<file path="config.mk">
export PLATFORM = sky130hd
export DESIGN_NAME = vpopc_ctrl
export DESIGN_NICKNAME = d
export VERILOG_FILES = /design/src/rtl/vpopc_ctrl.sv
export SDC_FILE = /design/constraint.sdc
export NUM_CORES = 1
export LEC_CHECK = 0
export CORE_ASPECT_RATIO = 0.5
export CORE_UTILIZATION = 40
export CTS_CLUSTER_DIAMETER = 40
export DETAILED_ROUTE_END_ITERATION = 7
export PLACE_DENSITY = 0.81
export SYNTH_ARGS = -nofsm -noshare
export SYNTH_HDL_FRONTEND = slang
export SYNTH_SLANG_ARGS = --single-unit
export TNS_END_PERCENT = 10
</file>
<file path="constraint.sdc">
create_clock -name clk -period 7.5 [get_ports clk]
set_input_delay 1.5 -clock clk [delete_from_list [all_inputs] [get_ports clk]]
set_output_delay 1.5 -clock clk [all_outputs]
set_load 0.01 [all_outputs]
</file>
<file path="src/rtl/vpopc_ctrl.sv">
// Sequencer for one vcpop.m command: streams mask beats from the mask register
// file into the shared vPopc pipeline and returns the population count.
module vpopc_ctrl #(
    parameter int REQ_DATA_WIDTH  = 8,
    parameter int RESP_DATA_WIDTH = 64,
    parameter int SEW_WIDTH       = 2,
    parameter int VL_WIDTH        = 11,
    parameter int ADDR_WIDTH      = 8,
    parameter int POPC_LAT        = 6
) (
    input  logic                       clk,
    input  logic                       rst,
    input  logic                       cmd_valid,
    output logic                       cmd_ready,
    input  logic [VL_WIDTH-1:0]        cmd_vl,
    input  logic [SEW_WIDTH-1:0]       cmd_sew,
    input  logic [ADDR_WIDTH-1:0]      cmd_base,
    output logic                       rd_req,
    output logic [ADDR_WIDTH-1:0]      rd_addr,
    input  logic [REQ_DATA_WIDTH-1:0]  rd_data,
    output logic [REQ_DATA_WIDTH-1:0]  popc_m0,
    output logic                       popc_valid,
    output logic [SEW_WIDTH-1:0]       popc_sew,
    output logic                       popc_start,
    output logic                       popc_end,
    input  logic [RESP_DATA_WIDTH-1:0] popc_out_vec,
    input  logic                       popc_out_valid,
    output logic                       resp_valid,
    input  logic                       resp_ready,
    output logic [RESP_DATA_WIDTH-1:0] resp_data,
    output logic                       busy,
    output logic [1:0]                 dbg_state
);

    // Handshakes: a transfer happens on a rising clk edge where valid and ready
    // are both high; valid never depends on ready, and resp_data is held while
    // resp_valid is high and resp_ready is low.

    typedef enum logic [1:0] {
        IDLE  = 2'd0,
        ISSUE = 2'd1,
        DRAIN = 2'd2,
        RESP  = 2'd3
    } state_t;

    localparam int LOG_RDW = $clog2(REQ_DATA_WIDTH);
    localparam int LIMW    = LOG_RDW + 1;
    localparam int NW      = VL_WIDTH + 1;

    if (POPC_LAT < 1 || REQ_DATA_WIDTH < 8 || (1 << LOG_RDW) != REQ_DATA_WIDTH) begin : g_param_check
        $error("vpopc_ctrl: unsupported parameter combination");
    end

    state_t                     state;
    logic [SEW_WIDTH-1:0]       sew_q;
    logic [ADDR_WIDTH-1:0]      addr_q;
    logic [NW-1:0]              n_beats;
    logic [LIMW-1:0]            tail_limit;
    logic [VL_WIDTH-1:0]        beat_cnt;
    logic                       tag_valid;
    logic                       tag_first;
    logic                       tag_last;
    logic [LIMW-1:0]            tag_limit;
    logic [RESP_DATA_WIDTH-1:0] resp_q;

    logic [NW-1:0]              cmd_epb;
    logic [NW-1:0]              cmd_n;
    logic [LIMW-1:0]            cmd_epb_lo;
    logic [LIMW-1:0]            cmd_rem;
    logic [LIMW-1:0]            cmd_limit;
    logic                       is_last;
    logic [REQ_DATA_WIDTH-1:0]  tail_mask;

    // Beat count and last-beat bit limit are derived once, at command capture.
    always_comb begin
        cmd_epb    = NW'(REQ_DATA_WIDTH) >> cmd_sew;
        cmd_n      = ({1'b0, cmd_vl} + cmd_epb - NW'(1)) >> (LOG_RDW - int'(cmd_sew));
        cmd_epb_lo = LIMW'(REQ_DATA_WIDTH) >> cmd_sew;
        cmd_rem    = ((cmd_vl[LIMW-1:0] - LIMW'(1)) & (cmd_epb_lo - LIMW'(1))) + LIMW'(1);
        cmd_limit  = cmd_rem << cmd_sew;
    end

    assign is_last = ({1'b0, beat_cnt} == (n_beats - NW'(1)));

    always_comb begin
        tail_mask = '0;
        for (int p = 0; p < REQ_DATA_WIDTH; p++) begin
            tail_mask[p] = (LIMW'(p) < tag_limit);
        end
    end

    always_ff @(posedge clk or negedge rst) begin
        if (!rst) begin
            state      <= IDLE;
            sew_q      <= '0;
            addr_q     <= '0;
            n_beats    <= '0;
            tail_limit <= '0;
            beat_cnt   <= '0;
            tag_valid  <= 1'b0;
            tag_first  <= 1'b0;
            tag_last   <= 1'b0;
            tag_limit  <= '0;
            resp_q     <= '0;
        end else begin
            case (state)
                IDLE: begin
                    if (cmd_valid) begin
                        sew_q      <= cmd_sew;
                        addr_q     <= cmd_base;
                        n_beats    <= cmd_n;
                        tail_limit <= cmd_limit;
                        beat_cnt   <= '0;
                        resp_q     <= '0;
                        state      <= (cmd_vl == '0) ? RESP : ISSUE;
                    end
                end
                ISSUE: begin
                    beat_cnt <= beat_cnt + VL_WIDTH'(1);
                    addr_q   <= addr_q + ADDR_WIDTH'(1);
                    if (is_last) begin
                        state <= DRAIN;
                    end
                end
                DRAIN: begin
                    if (popc_out_valid) begin
                        resp_q <= popc_out_vec;
                        state  <= RESP;
                    end
                end
                RESP: begin
                    if (resp_ready) begin
                        resp_q <= '0;
                        state  <= IDLE;
                    end
                end
                default: state <= IDLE;
            endcase

            // Tag travels one cycle behind the read so it lines up with rd_data.
            tag_valid <= (state == ISSUE);
            tag_first <= (state == ISSUE) && (beat_cnt == '0);
            tag_last  <= (state == ISSUE) && is_last;
            tag_limit <= ((state == ISSUE) && is_last) ? tail_limit : LIMW'(REQ_DATA_WIDTH);
        end
    end

    assign cmd_ready  = (state == IDLE);
    assign busy       = (state != IDLE);
    assign dbg_state  = state;
    assign rd_req     = (state == ISSUE);
    assign rd_addr    = rd_req ? addr_q : '0;
    assign popc_valid = tag_valid;
    assign popc_m0    = tag_valid ? (rd_data & tail_mask) : '0;
    assign popc_start = tag_valid & tag_first;
    assign popc_end   = tag_valid & tag_last;
    assign popc_sew   = sew_q;
    assign resp_valid = (state == RESP);
    assign resp_data  = resp_q;

endmodule

</file>
==> results.yml, run 1 <==
setup_path:
  crit_chain: "clkdlybuf4s50_1, inv_1, nor2_1, inv_1, ha_1, fa_1, nor2b_1, o21ai_0, o311ai_1, a2111oi_0, a211oi_1, mux2i_1, o21ai_0"
  r2r_cells: 10
  endpoint: "n_beats[10]$_DFFE_PN0P_"
  cp.arrival_ns: 5.78
  crit_start: "cmd_sew[0]"
  r2r-end: "beat_cnt[10]$_DFFE_PN0P_"
  cp_top_family: "compound AO/OA/AOI/OAI gates"
  required_ns: 7.77
  cp.depth: 13
  worstSetupPathType: "primary input to flop"
  cp_slowest_cell: "clkdlybuf4s50_1"
  worstReg2RegStart: "dbg_state[1]$_DFFE_PN0P_"
  max_stage_delay_ns: 0.87
  crit_path_max_fanout: 18
  critPathBufInv: 3
  r2r_slack_ns: 4.52
  startpoint_type: "primary input"
  end_kind: "flop"
detailed_routing:
  drt-pass1-iter-count: 5
  routed.top_layer: "met4"
  num_vias: 5695
  post-route-drc-count: 0
  drt_iter0_drc: 369
  dr_wl_met2_um: 8070
  wl_met3_um: 805
  antenna_left: 0
  wire_per_inst_um: 14.9
  viasPerCell: 5.19
  drt-met1-wl_um: 7060
  wl_um: 16300
clocking:
  clk_path_buf_depth: 2
  cts.clk_slew.worst_paths_ns: 0.07
  cts-root-buf: "clkbuf_16"
  cts_tree: "done"
  cts_buffers: 9
  cts_sinks: 110
  postCtsSetupBuffers: 0
  post_cts_resized: 0
  h-tree-depth: 3
  worstSkewPairLatency_ns: 0.35
  cts_hold_buf: 0
logic_synthesis:
  netlist_top_cells_count: "nand2_1, dfrtp_1, nand3_1, inv_1, nor2_1"
  yosys.area.top_type: "dfrtp_1"
  yosys.cell_types.count: 56
  async_flop_share_pct: 100
  ys.flop_type: "dfrtp_1"
  synth_top_area_share_pct: 44.9
  synth_seq_area_share_pct: 44.9
  syn_area_um2: 6130
  yosysMostFrequentCell: "nand2_1"
  yosys_warnings: 0
  ys_ff_latch: 110
  syn_area_per_cell_um2: 8.45
  syn_nets: 851
  synth-edff-count: 0
  synthCells: 725
  synth.area.top_cells: "dfrtp_1, nand2_1, nand3_1, ha_1, inv_1"
floorplanning:
  design.die.area_um2: 15900
  start_util_pct: 41.7
  fp.dieH_um: 89.5
  row_count: 31
  ioPinCount: 189
  coreArea_um2: 14700
  die_x_um: 177
sta:
  fin_worst_skew_ns: 0.00787
  drv_slew: 0
  timing.fmax_mhz: 182
  maxSlewHeadroom_pct: 32.1
  post-route-period-util_pct: 73.4
  fin_setup_tns_ns: 0
  tightest_slew_ns: 1.02
  rsz0062_at_grt: "no"
  finalHoldViolations: 0
  setup_violations: 0
  min_period_ns: 5.51
finish:
  nNetsFinal: 1019
  final_core_util_pct: 57.7
  area.growth.synth_to_final_pct: 38.4
  drive_above_1_share_pct: 4.12
  nFillCells: 1283
hold_path:
  holdCritPathClass: "flop to flop"
global_route:
  track_usage_pct: 21.1
  grt_start_max_net_pins: 82
  grt_first_pass_wirelength_um: 26500
  grt_antenna_before_repair: 1
  grt_pass1_vias: 5447
  grt_overflow_total: 0
status:
  outcome: "finished clean"
power_and_ir_drop:
  ir_drop_mv: 0.235
  p_leak_nw: 3.94
  powerDensity_nw_per_um2: 362
place:
  gp_congestion: 0.910
  port_buffers: 188
  hpwl_um: 11900
job:
  max-cap-violations: 0
==> tightest hold or removal path, stage by stage (launching register included) <==
cell	delay (ns)
dfrtp_1	0.34
nand2_1	0.05
nand2_1	0.05
==> metrics by stage <==
step	instances	area (µm²)	total power, mW	worst slack (ns)	hold WS (ns)
final	1097	8480	3.07	1.99	0.464
after global routing	1097	8480	3.30	1.61	0.487
after CTS	1096	8480	3.10	2.08	0.471
after detailed placement	1080	8170	2.58	1.73	0.454
after global placement	1080	8170	2.53	1.83	0.449
after floorplan	725	6130	1.86	2.88	0.433
==> area by class of cell <==
cell class	instances	area [µm²]	area share, %
diodes	1	2.50	0.0295
clock buffers	10	239	2.82
clock inverters	6	75.1	0.885
inverters	46	173	2.04
multi-input cells	532	3070	36.2
flip-flops and latches	110	2750	32.4
well taps	198	248	2.92
repair buffers	194	1920	22.7
==> cell families (layout without fill, tap and decap cells) <==
group	count (synthesis)	after routing	synth area share (%)
simple gates	348	348	26.1
buf+inv	83	256	5.21
compound gates	118	118	12.3
mux	9	9	1.51
fa+ha+maj	28	28	5.84
flops	110	110	44.9
other cells	0	1	0
xor+xnor	29	29	4.14
==> routing by layer <==
layer	vias to the layer above	global-route usage (%)
met4	0	7.84
li1	2798	-
met1	2693	25.8
met3	31	3.74
met5	-	0
met2	173	37.9
==> where the power goes <==
| part | switching (mW) | internal (mW) | total (mW) |
|---|---|---|---|
| combinational | 0.843 | 0.710 | 1.55 |
| sequential | 0.185 | 0.833 | 1.02 |
| clock | 0.226 | 0.274 | 0.500 |
| total | 1.25 | 1.82 | 3.07 |
==> sequential cells by signal, summed over array words and instances, names as in the netlist, 2 cells and up <==
signal	count
dbg_state	2
n_beats	12
beat_cnt	11
tail_limit	4
tag_limit	4
popc_sew	2
resp_data	64
addr_q	8
==> cells in the final DEF (no fill, tap or decap), types with 4 or more instances in the layout <==
master and instances:
a21oi_1 31, ha_1 26, buf_4 7, or3_1 5, o211ai_1 4, clkbuf_16 9, xnor2_1 17, nand4_1 8
nand2_1 166, and2_1 10, nor2_1 36, clkdlybuf4s50_1 187, a31oi_1 6, a211oi_1 4, o21ai_0 34, nor2b_1 5
dfrtp_1 110, inv_1 46, nand3_1 78, and3_1 10, nor3_1 7, mux2i_1 7, nand2b_1 4, xor2_1 12
nor4_1 4
==> worst min path at each step <==
stage | slack [ns] | depth (start not counted) | to | start
floorplan | 0.43 | 1 | tag_limit[3]$_DFF_PN0_ | tail_limit[3]$_DFFE_PN0P_
global placement | 0.45 | 2 | resp_data[31]$_DFFE_PN0P_ | resp_data[31]$_DFFE_PN0P_
detailed placement | 0.45 | 2 | resp_data[36]$_DFFE_PN0P_ | resp_data[36]$_DFFE_PN0P_
CTS | 0.47 | 2 | resp_data[36]$_DFFE_PN0P_ | resp_data[36]$_DFFE_PN0P_
global route | 0.49 | 2 | resp_data[56]$_DFFE_PN0P_ | resp_data[56]$_DFFE_PN0P_
finish | 0.46 | 2 | resp_data[2]$_DFFE_PN0P_ | resp_data[2]$_DFFE_PN0P_
No activity file was read; power rests on OpenSTA's default activity.
==> inputs of run 2 (changes only) <==
Clock period 7.5 ns to 5.09 ns, I/O delays scaled along.
==> run 2 against run 1 <==
  * Sequential share of layout area hardly changed
  * Final area rose by 0.12%
  * Worst hold slack improved by 0.0021 ns
  * Routed wire length increased by 2.0%
  * Sequential power increased by 47%
  * Highest routed layer unchanged
==> results.yml, run 2 (synthesis gave the netlist of run 1 again) <==
status:
  outcome: "finished clean"
setup_path:
  cp_slowest_cell: "clkdlybuf4s50_1"
  r2r_cells: 8
  max_stage_delay_ns: 0.67
  worstReg2RegStart: "dbg_state[0]$_DFFE_PN0P_"
  startpoint_type: "primary input"
  cp_common_cell: "inv_1"
  crit_path_max_fanout: 9
  r2r_slack_ns: 2.12
  crit_chain: "clkdlybuf4s50_1, inv_1, nor2_1, inv_1, ha_1, inv_1, ha_1, a211o_1, a21oi_1, nor2_1, a31oi_1, xnor2_1, a221o_1, o32a_1"
  cp.arrival_ns: 4.52
  end_kind: "flop"
  r2r-end: "resp_data[50]$_DFFE_PN0P_"
  worstSetupPathType: "primary input to flop"
  required_ns: 5.33
power_and_ir_drop:
  p_leak_nw: 3.96
  ir_drop_mv: 0.268
  powerDensity_nw_per_um2: 529
clocking:
  cts_buffers: 9
  cts_hold_buf: 0
  postCtsSetupBuffers: 0
  cts_sinks: 110
  cts_tree: "done"
  clk_path_buf_depth: 2
  h-tree-depth: 3
  cts-root-buf: "clkbuf_16"
  cts.clk_slew.worst_paths_ns: 0.07
  post_cts_resized: 0
  worstSkewPairLatency_ns: 0.35
sta:
  tightest_slew_ns: 0.904
  min_period_ns: 4.28
  drv_slew: 0
  maxSlewHeadroom_pct: 39.7
  setup_violations: 0
  finalHoldViolations: 0
  timing.fmax_mhz: 233
  fin_worst_skew_ns: 0.00975
  post-route-period-util_pct: 84.2
  fin_setup_tns_ns: 0
  rsz0062_at_grt: "no"
finish:
  n_antenna_cell: 0
  final_core_util_pct: 57.8
  largest_register_ff_count: 64
  drive_above_1_share_pct: 4.65
  final_common_cell: "clkdlybuf4s50_1"
  area.growth.synth_to_final_pct: 38.6
  nFillCells: 1301
  nNetsFinal: 1024
  most-common-layout-cells: "clkdlybuf4s50_1, nand2_1, dfrtp_1"
floorplanning:
  coreArea_um2: 14700
  start_util_pct: 41.7
  row_count: 31
  die_x_um: 177
  fp.dieH_um: 89.5
  ioPinCount: 189
  design.die.area_um2: 15900
detailed_routing:
  drt-pass1-iter-count: 4
  wl_met3_um: 632
  viasPerCell: 5.23
  routed.top_layer: "met4"
  drt-met1-wl_um: 7190
  num_vias: 5761
  post-route-drc-count: 0
  wl_um: 16600
  dr_wl_met2_um: 8550
  antenna_left: 0
  wire_per_inst_um: 15.1
  drt_iter0_drc: 277
global_route:
  track_usage_pct: 21.3
  grt_antenna_before_repair: 0
  grt_first_pass_wirelength_um: 26800
  grt_start_max_net_pins: 71
  grt_overflow_total: 0
  grt_pass1_vias: 5479
place:
  port_buffers: 188
  hpwl_um: 12300
  gp_congestion: 0.835
hold_path:
  hp-start: "resp_data[45]$_DFFE_PN0P_"
  holdPathStages: 2
  holdCritPathClass: "flop to flop"
  holdPathEnd: "resp_data[45]$_DFFE_PN0P_"
job:
  max-cap-violations: 0
run 2: worst max-delay path, delay by kind of cell:
family	cells	cell delay [ns]
simple gates	2	0.24
buf+inv	4	1.06
xor+xnor	1	0.14
fa+ha+maj	2	0.64
compound gates	5	1.42
run 2: final cells by class:
| cell class | instances | area, µm² | share of cell area [%] |
|---|---|---|---|
| Inverter | 46 | 173 | 2.03 |
| Timing Repair Buffer | 199 | 1960 | 23.1 |
| Sequential cell | 110 | 2750 | 32.4 |
| Tap cell | 198 | 248 | 2.92 |
| Clock buffer | 10 | 239 | 2.81 |
| Clock inverter | 6 | 50.0 | 0.589 |
| Multi-Input combinational cell | 532 | 3070 | 36.1 |
run 2: how the worst max path moves through the flow:
| stage | startpoint | to | slack (ns) | depth (start not counted) |
|---|---|---|---|---|
| finish | cmd_sew[0] | n_beats[7]$_DFFE_PN0P_ | 0.81 | 14 |
| floorplan | cmd_sew[1] | n_beats[6]$_DFFE_PN0P_ | 0.95 | 16 |
| global route | cmd_sew[1] | n_beats[8]$_DFFE_PN0P_ | 0.53 | 17 |
| detailed placement | cmd_sew[0] | n_beats[7]$_DFFE_PN0P_ | 0.46 | 14 |
| global placement | cmd_sew[0] | n_beats[7]$_DFFE_PN0P_ | 0.55 | 14 |
| CTS | cmd_sew[0] | n_beats[7]$_DFFE_PN0P_ | 0.83 | 14 |
run 2: routing by layer:
| layer | track usage, % | vias to the layer above |
|---|---|---|
| li1 | - | 2812 |
| met1 | 25.8 | 2790 |
| met2 | 40.0 | 135 |
| met3 | 3.40 | 24 |
| met4 | 5.80 | 0 |
| met5 | 0 | - |
run 2: through the flow:
step           area (µm²)  cells  total power [mW]  setup slack (ns)  hold WS, ns
2_1_floorplan        6130    725              2.74             0.949        0.433
3_3_place_gp         8210   1085              3.74             0.552        0.448
3_5_place_dp         8210   1085              3.83             0.462        0.454
4_1_cts              8490   1101              4.52             0.831        0.472
5_1_grt              8490   1101              4.81             0.531        0.482
6_report             8490   1101              4.49             0.806        0.466
run 2: where the power goes:
group          internal (mW)  switching [mW]
clock                  0.354           0.336
combinational           1.05            1.25
sequential              1.23           0.278
